[src/rtl/uart_rx_decoder.sv]
// UART receiver: 2-flop synchronizer, mid-bit majority sampling, parity/stop
// checking and a receive FIFO with a registered head byte and sticky error flags.
module uart_rx_decoder #(
  parameter int DEPTH = 16,
  parameter int CNT_W = 5
) (
  input  logic             clk,
  input  logic             nrst,
  input  logic             rx_in,
  input  logic [23:0]      baudcontrol,
  input  logic [1:0]       parity,
  input  logic             stop_sel,
  input  logic             rd_en,
  input  logic             clr_err,
  output logic [7:0]       dout,
  output logic             empty,
  output logic             full,
  output logic [CNT_W-1:0] count,
  output logic             parity_err,
  output logic             frame_err,
  output logic             overflow,
  output logic             busy
);
  localparam int AW = $clog2(DEPTH);
  localparam logic [CNT_W-1:0] FULL_CNT = CNT_W'(DEPTH);

  typedef enum logic [2:0] {IDLE, START, DATA, PAR, STOP1, STOP2, BRK} state_t;
  state_t state, state_n;

  logic rx_q1, rx_s, rx_sd;
  always_ff @(posedge clk or negedge nrst)
    if (!nrst) {rx_q1, rx_s, rx_sd} <= 3'b111;
    else       {rx_q1, rx_s, rx_sd} <= {rx_in, rx_q1, rx_s};

  logic [23:0] b_len, mid, tmr;
  logic [1:0]  smp;
  logic [7:0]  data;
  logic [2:0]  bit_idx;
  logic        fall, dec, bit_v, par_exp, perr_f, push_req;
  logic        shift, par_chk, last_ok, ferr_set;

  assign b_len   = (baudcontrol < 24'd4) ? 24'd4 : baudcontrol;
  assign mid     = b_len >> 1;
  assign fall    = rx_sd & ~rx_s;
  assign dec     = (state != IDLE) && (state != BRK) && (tmr == mid + 24'd1);
  assign bit_v   = (smp[0] & smp[1]) | (smp[0] & rx_s) | (smp[1] & rx_s);
  assign par_exp = parity[0] ? ^data : ~^data;
  assign busy    = (state != IDLE);

  always_comb begin
    state_n  = state;
    shift    = 1'b0;
    par_chk  = 1'b0;
    last_ok  = 1'b0;
    ferr_set = 1'b0;
    case (state)
      IDLE:  if (fall) state_n = START;
      START: if (dec) state_n = bit_v ? IDLE : DATA;
      DATA:  if (dec) begin
        shift = 1'b1;
        if (bit_idx == 3'd7)
          state_n = (parity == 2'b01 || parity == 2'b10) ? PAR : STOP1;
      end
      PAR:   if (dec) begin
        par_chk = 1'b1;
        state_n = STOP1;
      end
      STOP1, STOP2: if (dec) begin
        if (!bit_v) begin
          ferr_set = 1'b1;
          state_n  = BRK;
        end else if (state == STOP1 && stop_sel) begin
          state_n = STOP2;
        end else begin
          last_ok = 1'b1;
          state_n = IDLE;
        end
      end
      BRK:   if (rx_s) state_n = IDLE;
      default: state_n = IDLE;
    endcase
  end

  // The detection cycle of the falling edge counts as timer tick 0.
  always_ff @(posedge clk or negedge nrst)
    if (!nrst) begin
      state    <= IDLE;
      tmr      <= '0;
      smp      <= 2'b11;
      data     <= '0;
      bit_idx  <= '0;
      perr_f   <= 1'b0;
      push_req <= 1'b0;
    end else begin
      state    <= state_n;
      push_req <= last_ok;
      if (state == IDLE)           tmr <= fall ? 24'd1 : 24'd0;
      else if (tmr == b_len - 24'd1) tmr <= '0;
      else                         tmr <= tmr + 24'd1;
      if (tmr == mid - 24'd1) smp[0] <= rx_s;
      if (tmr == mid)         smp[1] <= rx_s;
      if (state == IDLE) begin
        bit_idx <= '0;
        perr_f  <= 1'b0;
      end
      if (shift) begin
        data    <= {bit_v, data[7:1]};
        bit_idx <= bit_idx + 3'd1;
      end
      if (par_chk) perr_f <= (bit_v != par_exp);
    end

  logic [CNT_W-1:0] wr_ptr, rd_ptr, rd_nx;
  logic [7:0]       mem [DEPTH];
  logic             do_pop, do_push, ovf_set;

  assign count   = wr_ptr - rd_ptr;
  assign empty   = (wr_ptr == rd_ptr);
  assign full    = (count == FULL_CNT);
  assign do_pop  = rd_en & ~empty;
  assign do_push = push_req & (~full | do_pop);
  assign ovf_set = push_req & full & ~do_pop;
  assign rd_nx   = rd_ptr + {{(CNT_W-1){1'b0}}, do_pop};

  always_ff @(posedge clk)
    if (do_push) mem[wr_ptr[AW-1:0]] <= data;

  // Head register bypasses the byte being written into the slot about to become head.
  always_ff @(posedge clk or negedge nrst)
    if (!nrst) begin
      wr_ptr     <= '0;
      rd_ptr     <= '0;
      dout       <= '0;
      parity_err <= 1'b0;
      frame_err  <= 1'b0;
      overflow   <= 1'b0;
    end else begin
      if (do_push) wr_ptr <= wr_ptr + CNT_W'(1);
      rd_ptr <= rd_nx;
      if (do_push && rd_nx[AW-1:0] == wr_ptr[AW-1:0]) dout <= data;
      else if (rd_nx != wr_ptr)                       dout <= mem[rd_nx[AW-1:0]];
      parity_err <= (push_req & perr_f) | (parity_err & ~clr_err);
      frame_err  <= ferr_set | (frame_err & ~clr_err);
      overflow   <= ovf_set | (overflow & ~clr_err);
    end
endmodule

[config.mk]
export PLATFORM = sky130hd
export DESIGN_NAME = uart_rx_decoder
export DESIGN_NICKNAME = d
export VERILOG_FILES = /design/src/rtl/uart_rx_decoder.sv
export SDC_FILE = /design/constraint.sdc
export NUM_CORES = 1
export LEC_CHECK = 0
export BUFFER_PORTS_ARGS = -buffer_cell sky130_fd_sc_hd__buf_4
export CORE_UTILIZATION = 50
export CTS_BUF_LIST = sky130_fd_sc_hd__clkbuf_8
export DETAILED_ROUTE_END_ITERATION = 7
export PLACE_DENSITY = 0.79
export SLEW_MARGIN = 20
export SYNTH_ARGS = -nofsm -noshare
export SYNTH_HDL_FRONTEND = slang
export SYNTH_SLANG_ARGS = --single-unit
[constraint.sdc]
create_clock -name clk -period 4.91 [get_ports clk]
set_input_delay 0.982 -clock clk [delete_from_list [all_inputs] [get_ports clk]]
set_output_delay 0.982 -clock clk [all_outputs]
set_load 0.005 [all_outputs]
**Word-level counts from Yosys, hierarchy flattened**

Memory sizes are Yosys's and may differ from the RTL's. A register that Yosys moved wholly into a read port is not among the register bits.
Cells that the tools add are included.

- Bits in registers: 58
- RAM bits: 128
- Input bits: 32
- Logic and storage cells: 123
- Memories kept: 1

Memories:

| memory | depth | width | rd ports | clocked after memory_dff | wr ports | line | source |
|---|---|---|---|---|---|---|---|
| mem | 16 | 8 | 1 | 1 | 1 | 114 | `logic [7:0] mem [DEPTH];` |

- Add/sub/neg operators: 8
- Order comparisons: 1
- Equality and inequality tests: 26
- Muxes and demuxes: 33
- Bitwise gates (word level): 23
- Reduce and logical (&&, ||, !) cells: 15

Operators by type and width:

| kind | number |
|---|---|
| $eq A24 B24 Y1 | 3 |
| $mux W24 | 3 |
| $mux W3 | 12 |
| $add A23 B1 Y24 const B | 1 |
| $add A24 B1 Y24 const B | 1 |
| $eq A24 B23 Y1 | 1 |
| $lt A24 B3 Y1 const B | 1 |
| $sub A23 B1 Y24 const B | 1 |
| $sub A24 B1 Y24 const B | 1 |
| $pmux W3 S6 | 1 |
| $mux W1 | 16 |
| $ne A2 B2 Y1 const B | 7 |
| $and A1 B1 Y1 | 12 |
| $eq A3 B3 Y1 const B | 4 |
| $reduce_xnor A8 Y1 | 1 |
| $reduce_xor A8 Y1 | 1 |
| $reduce_and A7 Y1 | 1 |
| $eq A3 B2 Y1 const B | 2 |
| $or A1 B1 Y1 | 6 |
| $reduce_bool A2 Y1 | 3 |
| $add A5 B1 Y5 | 1 |
| $add A5 B1 Y5 const B | 1 |
| $eq A5 B5 Y1 | 1 |
| $eq A5 B5 Y1 const B | 1 |
| 17 further kinds | 24 |

**Longest topological paths before layout**

Gate-level depths: netlist of run 1.

- Word-level depth: 8
- Depth in mapped cells: 18

**Least setup slack after synthesis of run 1**

No wires, ideal clock.

- Path kind: input -> register
- Start point: input baudcontrol[22]
- End point: register tmr[10]
- Library setup time: 0.143 ns
- Arrival: 4.505 ns
- Data required time: 4.767 ns
- Path slack: 0.261 ns
- Cell stages on the path: 15
- Path buffers: 3
- Cells stage by stage: buf_2 -> nor4_1 -> nand3_1 -> o21ai_2 -> ha_1 -> or4b_4 -> or4_4 -> buf_6 -> o31ai_4 -> nand3_2 -> nor2_2 -> nand4_2 -> nor4_4 -> buf_6 -> nor3_2

- Cells in the longest elaborated chain, start to end: 6

Ends and longest elaborated chain:

| item | line | source |
|---|---|---|
| start, declared | 10 | `input logic [23:0] baudcontrol,` |
| $lt A24 B3 Y1 | 42 | `assign b_len = (baudcontrol < 24'd4) ? 24'd4 : baudcontrol;` |
| $mux W24 (*) | 42 |  |
| $sub A24 B1 Y24 (*) | 98 | `else if (tmr == b_len - 24'd1) tmr <= '0;` |
| $eq A24 B24 Y1 (*) | 98 |  |
| $mux W24 (*) | 98 |  |
| $mux W24 (*) | 97 | `if (state == IDLE) tmr <= fall ? 24'd1 : 24'd0;` |
| end signal, assigned | 97 |  |
| end signal, assigned | 99 | `else tmr <= tmr + 24'd1;` |
| end, declared | 35 | `logic [23:0] b_len, mid, tmr;` |

Every way passes the cells marked *; elsewhere a longest branch is shown, timed or not.
A chain may end at the register's enable or synchronous reset.

**Worst setup path after layout of run 1**

- Start point: input baudcontrol[7]
- End point: register tmr[21]

The elaborated chain is that of the path after synthesis.

==> results of run 1 <==
-- cells in the mapped netlist, types with 6 or more instances --
master and n:
a211oi_1 8, a21o_1 6, a21oi_1 16, a31oi_1 13, and3_1 29, buf_1 6, buf_2 13, clkbuf_1 36
dfrtp_1 61, edfxtp_1 128, ha_1 16, inv_1 28, mux2_1 7, mux2i_1 14, mux4_2 32, nand2_1 86
nand2b_1 10, nand3_1 25, nand3b_1 7, nand4_1 26, nor2_1 39, nor2b_1 11, nor3_1 28, nor3_2 20
nor3b_1 8, nor4_1 17, nor4b_1 7, o21ai_0 29, or2_2 6, or3_1 7, xnor2_1 74, xor2_1 47
-- area by class of cell --
cell class	count	area, µm²	area share [%]
Inverter	32	125.1	1.007
Sequential cell	194	5502	44.26
Clock inverter	15	201.4	1.621
Clock buffer	17	234.0	1.882
Multi-Input combinational cell	677	5310	42.72
Tap cell	280	350.3	2.818
Timing Repair Buffer	91	708.2	5.697
-- cell families after synthesis --
family / count (synthesis) / share of synthesized area, %
AO/OA/AOI/OAI: 118 / 7.414
XOR/XNOR: 121 / 9.443
adder cells (fa/ha/maj): 18 / 2.051
buffers and inverters: 94 / 3.735
flip-flops: 194 / 49.02
multiplexers: 58 / 8.874
AND/OR/NAND/NOR: 362 / 19.46
-- report_power, final --
group | total, µW | internal, µW | switching (µW) | leakage [µW]
Clock | 1080 | 408 | 670 | 0.000216
Combinational | 1140 | 495 | 645 | 0.00246
Sequential | 1810 | 1780 | 35.2 | 0.00209
Total | 4030 | 2680 | 1350 | 0.00476
-- worst max-delay path by stage --
stage / from / end / slack, ns / depth (start not counted)
4_1_cts: baudcontrol[7] / tmr[21]$_DFF_PN0_ / 0.70 / 15
2_1_floorplan: baudcontrol[22] / tmr[10]$_DFF_PN0_ / 0.26 / 15
5_1_grt: baudcontrol[7] / data[7]$_DFFE_PN0P_ / 0.40 / 14
3_3_place_gp: baudcontrol[22] / tmr[21]$_DFF_PN0_ / 0.23 / 15
3_5_place_dp: baudcontrol[7] / tmr[23]$_DFF_PN0_ / 0.18 / 15
6_report: baudcontrol[7] / tmr[21]$_DFF_PN0_ / 0.59 / 15
-- worst max-delay path: stages --
cell and delay, ns:
buf_4 0.11, or4_4 0.57, nor4_4 0.38, a21boi_2 0.14, clkinv_4 0.06, ha_1 0.21, nor3b_1 0.28, nand4_1 0.25
a211oi_1 0.47, mux2i_1 0.13, mux2i_1 0.20, o221ai_2 0.17, nor4_4 0.42, buf_4 0.26, nor3b_1 0.07
-- registers in the layout (all words and copies together) (netlist names), 2 cells and up --
name     count
bit_idx      3
data         8
dout         8
mem        128
rd_ptr       5
smp          2
state        3
tmr         24
wr_ptr       5
-- routing by layer --
metal	global-route usage [%]	wire length (µm)	part of all wire (%)	vias up
met1	31.34	11360	42	3937
met5	0	0	0	-
li1	-	-	-	3688
met3	3.765	1541	5.7	58
met4	11.43	982	3.6	0
met2	39.87	13220	49	347
-- metrics by stage --
step	area (µm²)	cells	setup slack (ns)
after floorplan	11220	965	0.2614
after global placement	12000	1274	0.2308
after detailed placement	12000	1274	0.1821
after CTS	12430	1306	0.7004
after global routing	12430	1306	0.3984
final	12430	1306	0.5922
-- cells in the final DEF (no fill, tap or decap), types with 10 or more instances in the layout --
cell type,n
xnor2_1,74
nor3_2,21
nand3_1,25
and3_1,29
nor2b_1,11
nor4_1,17
mux2i_1,14
nand2_1,86
buf_4,89
a31oi_1,13
mux4_2,32
nor2_1,39
ha_1,15
o21ai_0,29
nand4_1,26
xor2_1,47
nor3_1,27
dfrtp_1,61
a21oi_1,16
edfxtp_1,128
nand2b_1,10
clkbuf_8,17
inv_1,28
==> results.yml, run 1 <==
run_status:
  status: "completed"
drt:
  via_per_inst: 6.149
  routed_wl_mm: 27.10
  route.detailed.drc: 0
  first_pass_iters: 5
  wire_per_inst_um: 20.75
  drtAntennaViolNets: 0
  vias: 8030
  drt_iter0_markers: 706
final_layout:
  layout.nets: 1062
  antenna_cells: 0
  finish.utilization_pct: 56.78
  drive_gt1_share_pct: 21.54
  num-fill-cells: 1796
  syn_to_final_growth_pct: 10.76
synth:
  ys.flop_type: "edfxtp_1"
  ys_async_sr_fraction_pct: 34.02
  synth_fp_nets: 1014
  synth_largest_area_cell: "edfxtp_1"
  syn-mean-instance-area_um2: 11.63
  ys_seq_elements: 194
  synth_cell_types: 84
  synthCells: 965
  synth_edf_count: 128
  seq_area_frac_synth_pct: 49.02
  syn_area_um2: 11220
  netlist.area_leader.share_pct: 34.25
  yosys-top-cells-area: "edfxtp_1, dfrtp_1, mux4_2"
  yosys_warnings: 0
cts:
  cts_htree_levels: 4
  cts_root_buffer: "clkbuf_8"
  clock_latency_ns: 0.49
  cts.clk_slew.worst_paths_ns: 0.11
  post_cts_resized: 0
  cts_tree: "built"
  cts_setup_buffers: 0
  cts_buffer_depth: 2
  cts_hold_buf: 0
  clkSinkCount: 194
  numCtsBuffers: 17
global_routing:
  gr-total-overflow: 0
  grt_max_degree: 67
  antenna_found_initial: 0
  first_global_vias: 7887
  gr-usage-all-layers_pct: 24.18
  grt_pass1_wl_mm: 43.13
worst_setup_path:
  worstSetupStartpointType: "input port"
  r2r-start: "wr_ptr[3]$_DFFE_PN0P_"
  worst-r2r-setup-slack_ns: 1.16
  end_kind: "flop"
  path_class: "input port to flop"
  reg2reg_to: "dout[3]$_DFFE_PN0P_"
  r2r_cells: 12
  worstPathArrival_ns: 4.69
  required_ns: 5.28
  critPathMaxFanout: 9
floorplan:
  die_w_um: 151.8
  design.core.area_um2: 21890
  floorplan.initialDensity_pct: 51.27
  io_pins: 51
  die_h_um: 151.8
  die_area_um2: 23050
  row_count: 54
placed_design:
  place_congestion: 0.9660
  post-dp-hpwl_mm: 19.53
  io_buffers: 50
sta:
  fin_setup_tns_ns: 0
  fmax_mhz: 231.6
  hold_viol: 0
  rsz0062_at_grt: "false"
  maxSlewViolCount: 0
  setup_viol: 0
  fin_hold_ws_ns: 0.3705
  worst_pin_slew_ns: 0.8796
  skew_ns: 0.01770
  fin_crit_sh_pct: 87.94
  period_needed_ns: 4.318
  slew_headroom_pct: 41.36
pwr:
  p_total_uw: 4033
  leakage_uw: 0.004765
  cellPowerDensity_nw_per_um2: 324.4
  vdd_drop_max_mv: 0.2008
flow_run:
  drv_cap: 0
hold_path:
  whs_endpoint: "rx_s$_DFF_PN1_"
  hold_start: "rx_q1$_DFF_PN1_"
  hold_class: "flop to flop"
  holdPathStages: 0
Power figures use the tool's default switching activity.
==> run 2: changes to the inputs <==
--- a/config.mk
+++ b/config.mk
@@ -6,6 +6,7 @@
 export NUM_CORES = 1
 export LEC_CHECK = 0
 export BUFFER_PORTS_ARGS = -buffer_cell sky130_fd_sc_hd__buf_4
+export CORE_ASPECT_RATIO = 0.75
 export CORE_UTILIZATION = 50
 export CTS_BUF_LIST = sky130_fd_sc_hd__clkbuf_8
 export DETAILED_ROUTE_END_ITERATION = 7
==> results.yml, run 2 (synthesized netlist as in run 1, its figures left out) <==
worst_setup_path:
  r2r-start: "wr_ptr[3]$_DFFE_PN0P_"
  worst-r2r-setup-slack_ns: 0.95
  end_kind: "flop"
  path_class: "input port to flop"
  required_ns: 5.25
  critPathMaxFanout: 23
  worstSetupStartpointType: "input port"
  r2r_cells: 14
  worstPathArrival_ns: 4.85
  reg2reg_to: "dout[3]$_DFFE_PN0P_"
sta:
  skew_ns: 0.02136
  period_needed_ns: 4.508
  fin_crit_sh_pct: 91.82
  fin_setup_tns_ns: 0
  fmax_mhz: 221.8
  maxSlewViolCount: 0
  rsz0062_at_grt: "false"
  hold_viol: 0
  setup_viol: 0
  worst_pin_slew_ns: 0.9510
  slew_headroom_pct: 36.43
cts:
  post_cts_resized: 0
  cts_root_buffer: "clkbuf_8"
  cts_setup_buffers: 0
  cts.clk_slew.worst_paths_ns: 0.12
  numCtsBuffers: 17
  cts_htree_levels: 4
  cts_tree: "built"
  cts_hold_buf: 0
  clock_latency_ns: 0.47
  clkSinkCount: 194
  cts_buffer_depth: 2
global_routing:
  gr-max-usage-layer: "met1"
  gr-usage-all-layers_pct: 26.48
  first_global_vias: 7932
  grt_pass1_wl_mm: 46.29
  grt_use_met1_pct: 41.49
  grt_max_degree: 67
  antenna_found_initial: 0
  grtUsageMet2_pct: 36.84
  grt_use_met3_pct: 6.373
  gr-total-overflow: 0
hold_path:
  hold_class: "flop to flop"
  holdPathStages: 0
  hold_start: "rx_q1$_DFF_PN1_"
  whs_endpoint: "rx_s$_DFF_PN1_"
final_layout:
  syn_to_final_growth_pct: 11.16
  most-common-layout-cells: "edfxtp_1, buf_4, nand2_1"
  seqCellArea_um2: 5502
  antenna_cells: 0
  largest_reg_flops: 128
  final_cells: 1319
  drive_gt1_share_pct: 21.66
  layout.nets: 1061
  multi_input_area_um2: 5338
  final_common_cell: "edfxtp_1"
  num-fill-cells: 1777
drt:
  route.detailed.drc: 0
  drtAntennaViolNets: 0
  drt_iter0_markers: 1040
  vias: 8334
  first_pass_iters: 5
  wire_per_inst_um: 22.65
  routed_wl_mm: 29.87
  via_per_inst: 6.318
placed_design:
  dp_cells: 1287
  post-dp-hpwl_mm: 21.38
  io_buffers: 50
  place_congestion: 1.060
pwr:
  p_total_uw: 4116
  cellPowerDensity_nw_per_um2: 330.0
  vdd_drop_max_mv: 0.2555
  leakage_uw: 0.004766
floorplan:
  io_pins: 51
  die_h_um: 131.8
  die_area_um2: 23060
  row_count: 47
  die_w_um: 175
  design.core.area_um2: 22050
  floorplan.initialDensity_pct: 50.89
flow_run:
  drv_cap: 0
run_status:
  status: "completed"
==> run 2: cell count changes in the layout (fill, tap and decap cells not counted), sizes merged <==
cell	delta
bufinv	+2
inv	-2
buf	-1
==> run 2: per-layer routing <==
metal  routed length, µm  vias up
met2               12630      488
met3                3639       50
met5                   0        -
li1                    -     3679
met4                 529        0
met1               13070     4117
==> run 2: power by group <==
group          switching (µW)  leakage (µW)  internal [µW]  total, µW
logic                     679       0.00246            498       1180
clock network             635      0.000222            489       1120
registers                36.1       0.00209           1780       1820
==> run 2: stage by stage <==
stage,hold slack (ns),area [µm²],setup slack (ns),utilization [%]
after global routing,0.3688,12480,0.1960,56.57
after CTS,0.3673,12470,0.4983,56.53
after detailed placement,0.3494,12020,0.01247,54.52
after floorplan,0.3452,11220,0.2614,-
after global placement,0.3459,12020,-0.03533,54.52
final,0.3640,12480,0.4015,56.57
==> run 2: how the worst max path moves through the flow <==
stage	start	to	slack, ns	cells after the start
2_1_floorplan	baudcontrol[22]	tmr[10]$_DFF_PN0_	0.26	15
3_3_place_gp	baudcontrol[4]	tmr[2]$_DFF_PN0_	-0.04	16
3_5_place_dp	baudcontrol[4]	tmr[2]$_DFF_PN0_	0.01	16
4_1_cts	baudcontrol[4]	tmr[2]$_DFF_PN0_	0.50	16
5_1_grt	baudcontrol[4]	tmr[2]$_DFF_PN0_	0.20	16
6_report	baudcontrol[4]	tmr[2]$_DFF_PN0_	0.40	16
==> run 2: worst max-delay path: stages <==
cell,delay [ns]
buf_4,0.17
or4_4,0.53
nor4_4,0.28
buf_4,0.19
a21boi_2,0.14
clkinv_4,0.10
ha_1,0.28
nor3b_1,0.31
nand4_1,0.17
a211oi_1,0.49
mux2i_1,0.14
mux2i_1,0.18
o221ai_2,0.16
nor4_4,0.38
buf_12,0.24
nor3_1,0.08
==> run 2: layout make-up <==
cell class	count	area share, %
multi-input combinational	677	42.78
timing repair buffer	90	5.616
sequential	194	44.10
clock buffer	17	1.875
tap	294	2.949
clock inverter	15	1.675
inverter	32	1.003
